## config.mk

```make
export PLATFORM = sky130hd
export DESIGN_NAME = bram_arbiter
export DESIGN_NICKNAME = d
export VERILOG_FILES = /design/src/rtl/bram_arbiter_pkg.sv /design/src/rtl/bram_pending.sv /design/src/rtl/bram_arbiter.sv
export SDC_FILE = /design/constraint.sdc
export NUM_CORES = 1
export LEC_CHECK = 0
export BUFFER_PORTS_ARGS = -buffer_cell sky130_fd_sc_hd__buf_4
export CAP_MARGIN = 15
export CORE_ASPECT_RATIO = 1.1
export CORE_UTILIZATION = 59
export DETAILED_ROUTE_END_ITERATION = 16
export PLACE_DENSITY = 0.87
export SYNTH_ARGS = -nofsm -noshare
export SYNTH_HDL_FRONTEND = slang
export SYNTH_HIERARCHICAL = 1
export SYNTH_SLANG_ARGS = --single-unit
```

## constraint.sdc

```tcl
create_clock -name clock -period 4.92 [get_ports clock]
set_input_delay 0.738 -clock clock [delete_from_list [all_inputs] [get_ports clock]]
set_output_delay 0.738 -clock clock [all_outputs]
set_load 0.02 [all_outputs]
```

## src/rtl/bram_arbiter_pkg.sv

```systemverilog
// Shared types for the two-port block-RAM arbiter: request record, FSM states
// and the RAM word-address width.
package bram_arbiter_pkg;

    localparam int bram_depth = 10;

    typedef struct packed {
        logic        valid;
        logic        instr;
        logic [31:0] addr;
        logic [31:0] wdata;
        logic [3:0]  wstrb;
    } bram_req_t;

    localparam int bram_req_w = $bits(bram_req_t);

    typedef enum logic {
        IDLE,
        ACCESS
    } bram_arb_state_t;

    localparam logic grant_imem = 1'b0;
    localparam logic grant_dmem = 1'b1;

    // Fetches never write, so their strobes are forced to zero here once.
    function automatic bram_req_t make_req(
        input logic        instr,
        input logic [31:0] addr,
        input logic [31:0] wdata,
        input logic [3:0]  wstrb
    );
        bram_req_t req;
        req.valid = 1'b1;
        req.instr = instr;
        req.addr  = addr;
        req.wdata = instr ? 32'h0 : wdata;
        req.wstrb = instr ? 4'h0 : wstrb;
        return req;
    endfunction

endpackage

```

## src/rtl/bram_pending.sv

```systemverilog
// Single-entry request holding register. A load at the same edge as a clear
// wins, so a requester may re-issue in the cycle it is told the old one is done.
module bram_pending
    import bram_arbiter_pkg::*;
(
    input  logic                  clock,
    input  logic                  reset,
    input  logic                  load,
    input  logic                  clear,
    input  logic [bram_req_w-1:0] req_in,
    output logic [bram_req_w-1:0] entry
);

    always_ff @(posedge clock or negedge reset) begin
        if (!reset) begin
            entry <= '0;
        end else if (load) begin
            entry <= req_in;
        end else if (clear) begin
            entry <= '0;
        end
    end

endmodule

```

## src/rtl/bram_arbiter.sv

```systemverilog
// Round-robin front end sharing one single-port block RAM between the fetch
// and load/store ports; one access in flight, responses steered to the grantee.
module bram_arbiter
    import bram_arbiter_pkg::*;
(
    input  logic        clock,
    input  logic        reset,
    input  logic        imem_valid,
    input  logic [31:0] imem_addr,
    output logic [31:0] imem_rdata,
    output logic        imem_ready,
    input  logic        dmem_valid,
    input  logic [31:0] dmem_addr,
    input  logic [31:0] dmem_wdata,
    input  logic [3:0]  dmem_wstrb,
    output logic [31:0] dmem_rdata,
    output logic        dmem_ready,
    output logic        bram_valid,
    output logic        bram_instr,
    output logic [31:0] bram_addr,
    output logic [31:0] bram_wdata,
    output logic [3:0]  bram_wstrb,
    input  logic [31:0] bram_rdata,
    input  logic        bram_ready
);

    bram_arb_state_t state;
    logic            last_grant;

    bram_req_t imem_pend;
    bram_req_t dmem_pend;
    bram_req_t imem_new;
    bram_req_t dmem_new;
    bram_req_t imem_eff;
    bram_req_t dmem_eff;
    bram_req_t issue_req;

    logic completing;
    logic imem_clear;
    logic dmem_clear;
    logic imem_load;
    logic dmem_load;
    logic pick_dmem;
    logic issue_now;

    assign completing = (state == ACCESS) && bram_ready;
    assign imem_clear = completing && (last_grant == grant_imem);
    assign dmem_clear = completing && (last_grant == grant_dmem);

    assign imem_ready = imem_clear;
    assign dmem_ready = dmem_clear;
    assign imem_rdata = bram_rdata;
    assign dmem_rdata = bram_rdata;

    // A request arriving while the port already holds one is dropped.
    assign imem_load = imem_valid && (!imem_pend.valid || imem_clear);
    assign dmem_load = dmem_valid && (!dmem_pend.valid || dmem_clear);

    assign imem_new = make_req(1'b1, imem_addr, 32'h0, 4'h0);
    assign dmem_new = make_req(1'b0, dmem_addr, dmem_wdata, dmem_wstrb);

    bram_pending u_imem_pending (
        .clock  (clock),
        .reset  (reset),
        .load   (imem_load),
        .clear  (imem_clear),
        .req_in (imem_new),
        .entry  (imem_pend)
    );

    bram_pending u_dmem_pending (
        .clock  (clock),
        .reset  (reset),
        .load   (dmem_load),
        .clear  (dmem_clear),
        .req_in (dmem_new),
        .entry  (dmem_pend)
    );

    // Candidates bypass the holding register so a fresh request reaches the
    // RAM one cycle after its valid; the entry itself stays set until ready.
    always_comb begin
        imem_eff = '0;
        if (imem_pend.valid && !imem_clear) begin
            imem_eff = imem_pend;
        end else if (imem_load) begin
            imem_eff = imem_new;
        end

        dmem_eff = '0;
        if (dmem_pend.valid && !dmem_clear) begin
            dmem_eff = dmem_pend;
        end else if (dmem_load) begin
            dmem_eff = dmem_new;
        end

        pick_dmem = dmem_eff.valid && (!imem_eff.valid || (last_grant == grant_imem));
        issue_req = pick_dmem ? dmem_eff : imem_eff;
        issue_now = ((state == IDLE) || completing) && issue_req.valid;
    end

    always_ff @(posedge clock or negedge reset) begin
        if (!reset) begin
            state      <= IDLE;
            last_grant <= grant_imem;
            bram_valid <= 1'b0;
            bram_instr <= 1'b0;
            bram_addr  <= 32'h0;
            bram_wdata <= 32'h0;
            bram_wstrb <= 4'h0;
        end else begin
            bram_valid <= 1'b0;
            case (state)
                IDLE: begin
                    if (issue_now) begin
                        state <= ACCESS;
                    end
                end
                ACCESS: begin
                    if (bram_ready && !issue_now) begin
                        state <= IDLE;
                    end
                end
                default: begin
                    state <= IDLE;
                end
            endcase

            if (issue_now) begin
                bram_valid <= 1'b1;
                bram_instr <= issue_req.instr;
                bram_addr  <= issue_req.addr;
                bram_wdata <= issue_req.wdata;
                bram_wstrb <= issue_req.wstrb;
                last_grant <= pick_dmem;
            end
        end
    end

endmodule

```

# Word level (Yosys, flattened, before mapping)
# Cells that the tools add are included.
dict set report totals {
  ff_bits 212
  in_bits 137
}
dict set report classes {
  n_mux 12
  bitwise 2
  n_reduce_logical 22
}
# operator count
set ops {}
lappend ops {{$mux 70} 9}
lappend ops {{$logic_and 1x1->1} 10}
lappend ops {{$logic_not 1->1} 6}
lappend ops {{$logic_or 1x1->1} 4}
lappend ops {{$reduce_bool 2->1} 2}
lappend ops {{$mux 1} 2}
lappend ops {{$not 1->1} 2}
lappend ops {{$pmux 1 s2} 1}

# Depth between registers and ports, before layout
dict set report depth {
  ltp_word 15
  mapped_depth 9
}

# Hierarchy
# The synthesis kept the hierarchy.
# mod instances cells_each area_each_um2 seq_area_each_um2
set by_module_without_submodules {}
lappend by_module_without_submodules {bram_arbiter 1 802 5754.3 1801.7}
lappend by_module_without_submodules {bram_pending 2 156 2536.2 1751.7}

# Least setup slack after synthesis
# No wires, ideal clock.
dict set report synth_path {
  kind {input port to output port}
  start {in bram_ready}
  end {out dmem_ready}
  arrival_ns 1.599
  t_required_ns 4.182
  slack_ns 2.583
  cell_stages 4
  n_path_buf 2
  path_cell_list {nand3_2 -> clkbuf_1 -> clkbuf_1 -> inv_1}
}
dict set report synth_between {
  elab_chain_len 2
}
# element line_no
set synth_lines {}
lappend synth_lines {{from (decl)} bram_arbiter.sv:24} ;# input logic bram_ready
lappend synth_lines {{$logic_and 1x1->1} bram_arbiter.sv:46} ;# assign completing = (state == ACCESS) && bram_ready;
lappend synth_lines {{$logic_and 1x1->1} bram_arbiter.sv:48} ;# assign dmem_clear = completing && (last_grant == grant_dmem);
lappend synth_lines {{to (decl)} bram_arbiter.sv:17} ;# output logic dmem_ready,
# Every way passes these cells.

# Worst setup path after layout
dict set report layout_path {
  start {reg last_grant}
  end {out dmem_ready}
}
dict set report layout_between {
  elab_chain_len 1
}
# element line_no
set layout_lines {}
lappend layout_lines {{from (decl)} bram_arbiter.sv:28} ;# logic last_grant;
lappend layout_lines {{from (signal assigned)} bram_arbiter.sv:105} ;# last_grant <= grant_imem;
lappend layout_lines {{from (signal assigned)} bram_arbiter.sv:135} ;# last_grant <= pick_dmem;
lappend layout_lines {{$logic_and 1x1->1} bram_arbiter.sv:48}
# Every way passes these cells.

==> flow_summary.yaml <==
setup_path:
  crit_top_cell: "buf_4"
  start_kind: "register"
  slowest_stage: "nand3_4"
  critical_path_class: "register to output pin"
  cp_num_buf_inv: 3
  crit_cells: 4
  crit_path_cell_trace: "nand3_4 -> buf_4 -> inv_1 -> buf_4"
  path_max_fanout: 65
  cp-end-kind: "output pin"
  cp_top_family: "buffers and inverters"
  critPathMaxStageDelay_ps: 600
  crit_arrival_ps: 2570
  reg2reg_depth: 5
  cp.required_ps: 4180
timing:
  fin_setup_tns_ps: 0
  period_needed_ps: 3313
  report.final.slew_viol_count: 0
  holdWs_ps: 351.3
  fin_skew_ps: 8.132
  slew_headroom: 0.1889
  worst_slew_pin_slew_ps: 1217
  fmax_mhz: 301.9
  setup_viol: 0
  fin_crit_sh: 0.6733
  hold_viol_final: 0
  rsz0062_at_grt: "false"
logic_synthesis:
  synth_xor_area_frac: 0
  synth.yosys.seq_area_share: 0.4900
  synth_top_area_share: 0.4900
  synthTopCellsByArea: "dfrtp_1 49%, a22o_1 11%, a21oi_1 6.4%, a31oi_1 5.8%, nand2_1 4.7%"
  postSynthAreaPerCell_um2: 9.719
  synth_top_family_by_area: "compound AO/OA/AOI/OAI gates"
  netlist.top_cell.by_area: "dfrtp_1"
  synth_fa_ha_area_frac: 0
  synthSimpleGateAreaFrac: 0.09719
  netlist_instances: 1114
  ys_ff_latch: 212
  syn-cell-area_mm2: 0.01083
  synth.distinct_cells: 31
  ys_warn_count: 6
  synth_compound_area_frac: 0.2975
  synth.area.mux_share: 0.001387
cts:
  cts_resized: 0
  clock_latency_ps: 510
  cts_buffer_depth: 3
  cts_root_buf: "clkbuf_16"
  hold_buffers: 0
  postCtsSetupBuffers: 0
  cts_made_buffers: 22
  htreeDepth: 1
  cts.sink_count: 212
  clk_pin_slew_ps: 60
  tritoncts: "yes"
die:
  die-area_mm2: 0.01890
  core_area_mm2: 0.01780
  initial_core_util: 0.6081
  io_pins: 273
  fp.dieW_um: 131.2
  die_h_um: 144.1
  row_count: 51
power:
  p_total_mw: 6.908
  power_density_mw_per_mm2: 564.1
  leakagePower_nw: 5.738
  peakVddDrop_mv: 0.3622
detailed_routing:
  postRouteAntennaNets: 0
  wl_per_cell_um: 20.52
  first_pass_iters: 7
  drt_iter0_drc: 1044
  drc_errors: 0
  avgViaCountPerCell: 6.469
  vias: 9244
  wl_um: 29320
layout:
  num_antenna_cells: 0
  num-fill-cells: 1397
  syn_to_final_growth_pct: 13.11
  nNetsFinal: 1312
  layout_common_cells: "210 x dfrtp_1, 191 x buf_4, 140 x a22o_1, 137 x a21oi_1, 136 x nand2_1"
  layout-drive-gt1-share: 0.2015
  final_common_cell: "dfrtp_1"
grt:
  grt_usage: 0.3135
  grt_max_degree: 116
  overflow: 0
  antenna_found_initial: 0
  grt_pass1_wl_um: 47640
  grt_pass1_vias: 8829
job:
  maxCapViolCount: 0
placement:
  port_buffers: 176
  gp_congestion: 0.8077
  hpwl_um: 17100
worst_hold_path:
  min_path_type: "input port to async pin"
outcome:
  status: "completed"
==> synthesized netlist by cell type <==
cell type,number
nor2_1,1
nand2b_1,3
nand3_2,1
buf_1,6
a22o_1,140
buf_4,64
nand2_1,136
dfrtp_1,212
a21boi_0,1
nand3_1,1
nor2b_1,1
buf_2,17
and3_1,69
a211oi_1,33
o21a_1,2
inv_1,2
and2_1,2
o22ai_1,33
o21ai_1,1
clkbuf_1,82
or2_2,1
conb_1,2
o21ai_0,36
buf_8,14
mux2_4,1
a31oi_1,101
buf_6,10
a221o_1,1
a21oi_1,138
nand3b_1,1
nor2_8,2
==> through the flow <==
stage	cells	instance area (µm²)	utilization	worst slack, ps
after floorplan	1152	10970	-	2583
after global placement	1389	11560	0.6491	1832
after detailed placement	1389	11560	0.6491	1759
after CTS	1429	12250	0.6878	1605
after global routing	1429	12250	0.6878	1453
final	1429	12250	0.6878	1607
==> report_power, final <==
group | switching, mW | internal [mW] | total, mW
clock network | 0.691 | 0.919 | 1.61
registers | 0.454 | 2.33 | 2.78
logic | 1.53 | 0.985 | 2.51
==> layer usage <==
metal  vias to the layer above  wire, µm  global-route usage
li1                       4146         -                   -
met5                         -         0                   0
met4                         0       725             0.09721
met2                       566     13790              0.4986
met1                      4468     12000              0.4400
met3                        64      2803             0.05573
==> area by class of cell <==
cell class / instances / area [µm²] / area share
Inverter: 2 / 7.507 / 0.0006131
Multi-Input combinational cell: 745 / 4493 / 0.3669
Clock inverter: 6 / 32.53 / 0.002657
Clock buffer: 34 / 656.9 / 0.05364
Tap cell: 238 / 297.8 / 0.02432
Sequential cell: 212 / 5310 / 0.4336
Timing Repair Buffer: 192 / 1448 / 0.1182
==> flip-flops by register name, summed over array words and instances, names as in the netlist <==
name / cells
bram_addr: 32
bram_instr: 1
bram_valid: 1
bram_wdata: 32
bram_wstrb: 4
last_grant: 1
state: 1
u_dmem_pending/entry: 70
u_imem_pending/entry: 70
==> cells by family after synthesis <==
group / count (synthesis)
AO/OA/AOI/OAI: 486
buffers and inverters: 195
flip-flops: 212
multiplexers: 1
other: 2
AND/OR/NAND/NOR: 218
==> path summary, 6_finish.rpt <==
path	startpoint	end	slack, ps
max in group asynchronous	reset	u_dmem_pending/entry[69]	3460
min in group clock	dmem_wdata[11]	u_dmem_pending/entry[15]	470
worst min register to register	u_dmem_pending/entry[21]	u_dmem_pending/entry[21]	490
worst max-delay path	last_grant	dmem_ready	1610
worst max register to register	u_dmem_pending/entry[69]	bram_wdata[6]	2010
worst min-delay path	reset	u_imem_pending/entry[44]	350
(Power assumes the default switching activity.)
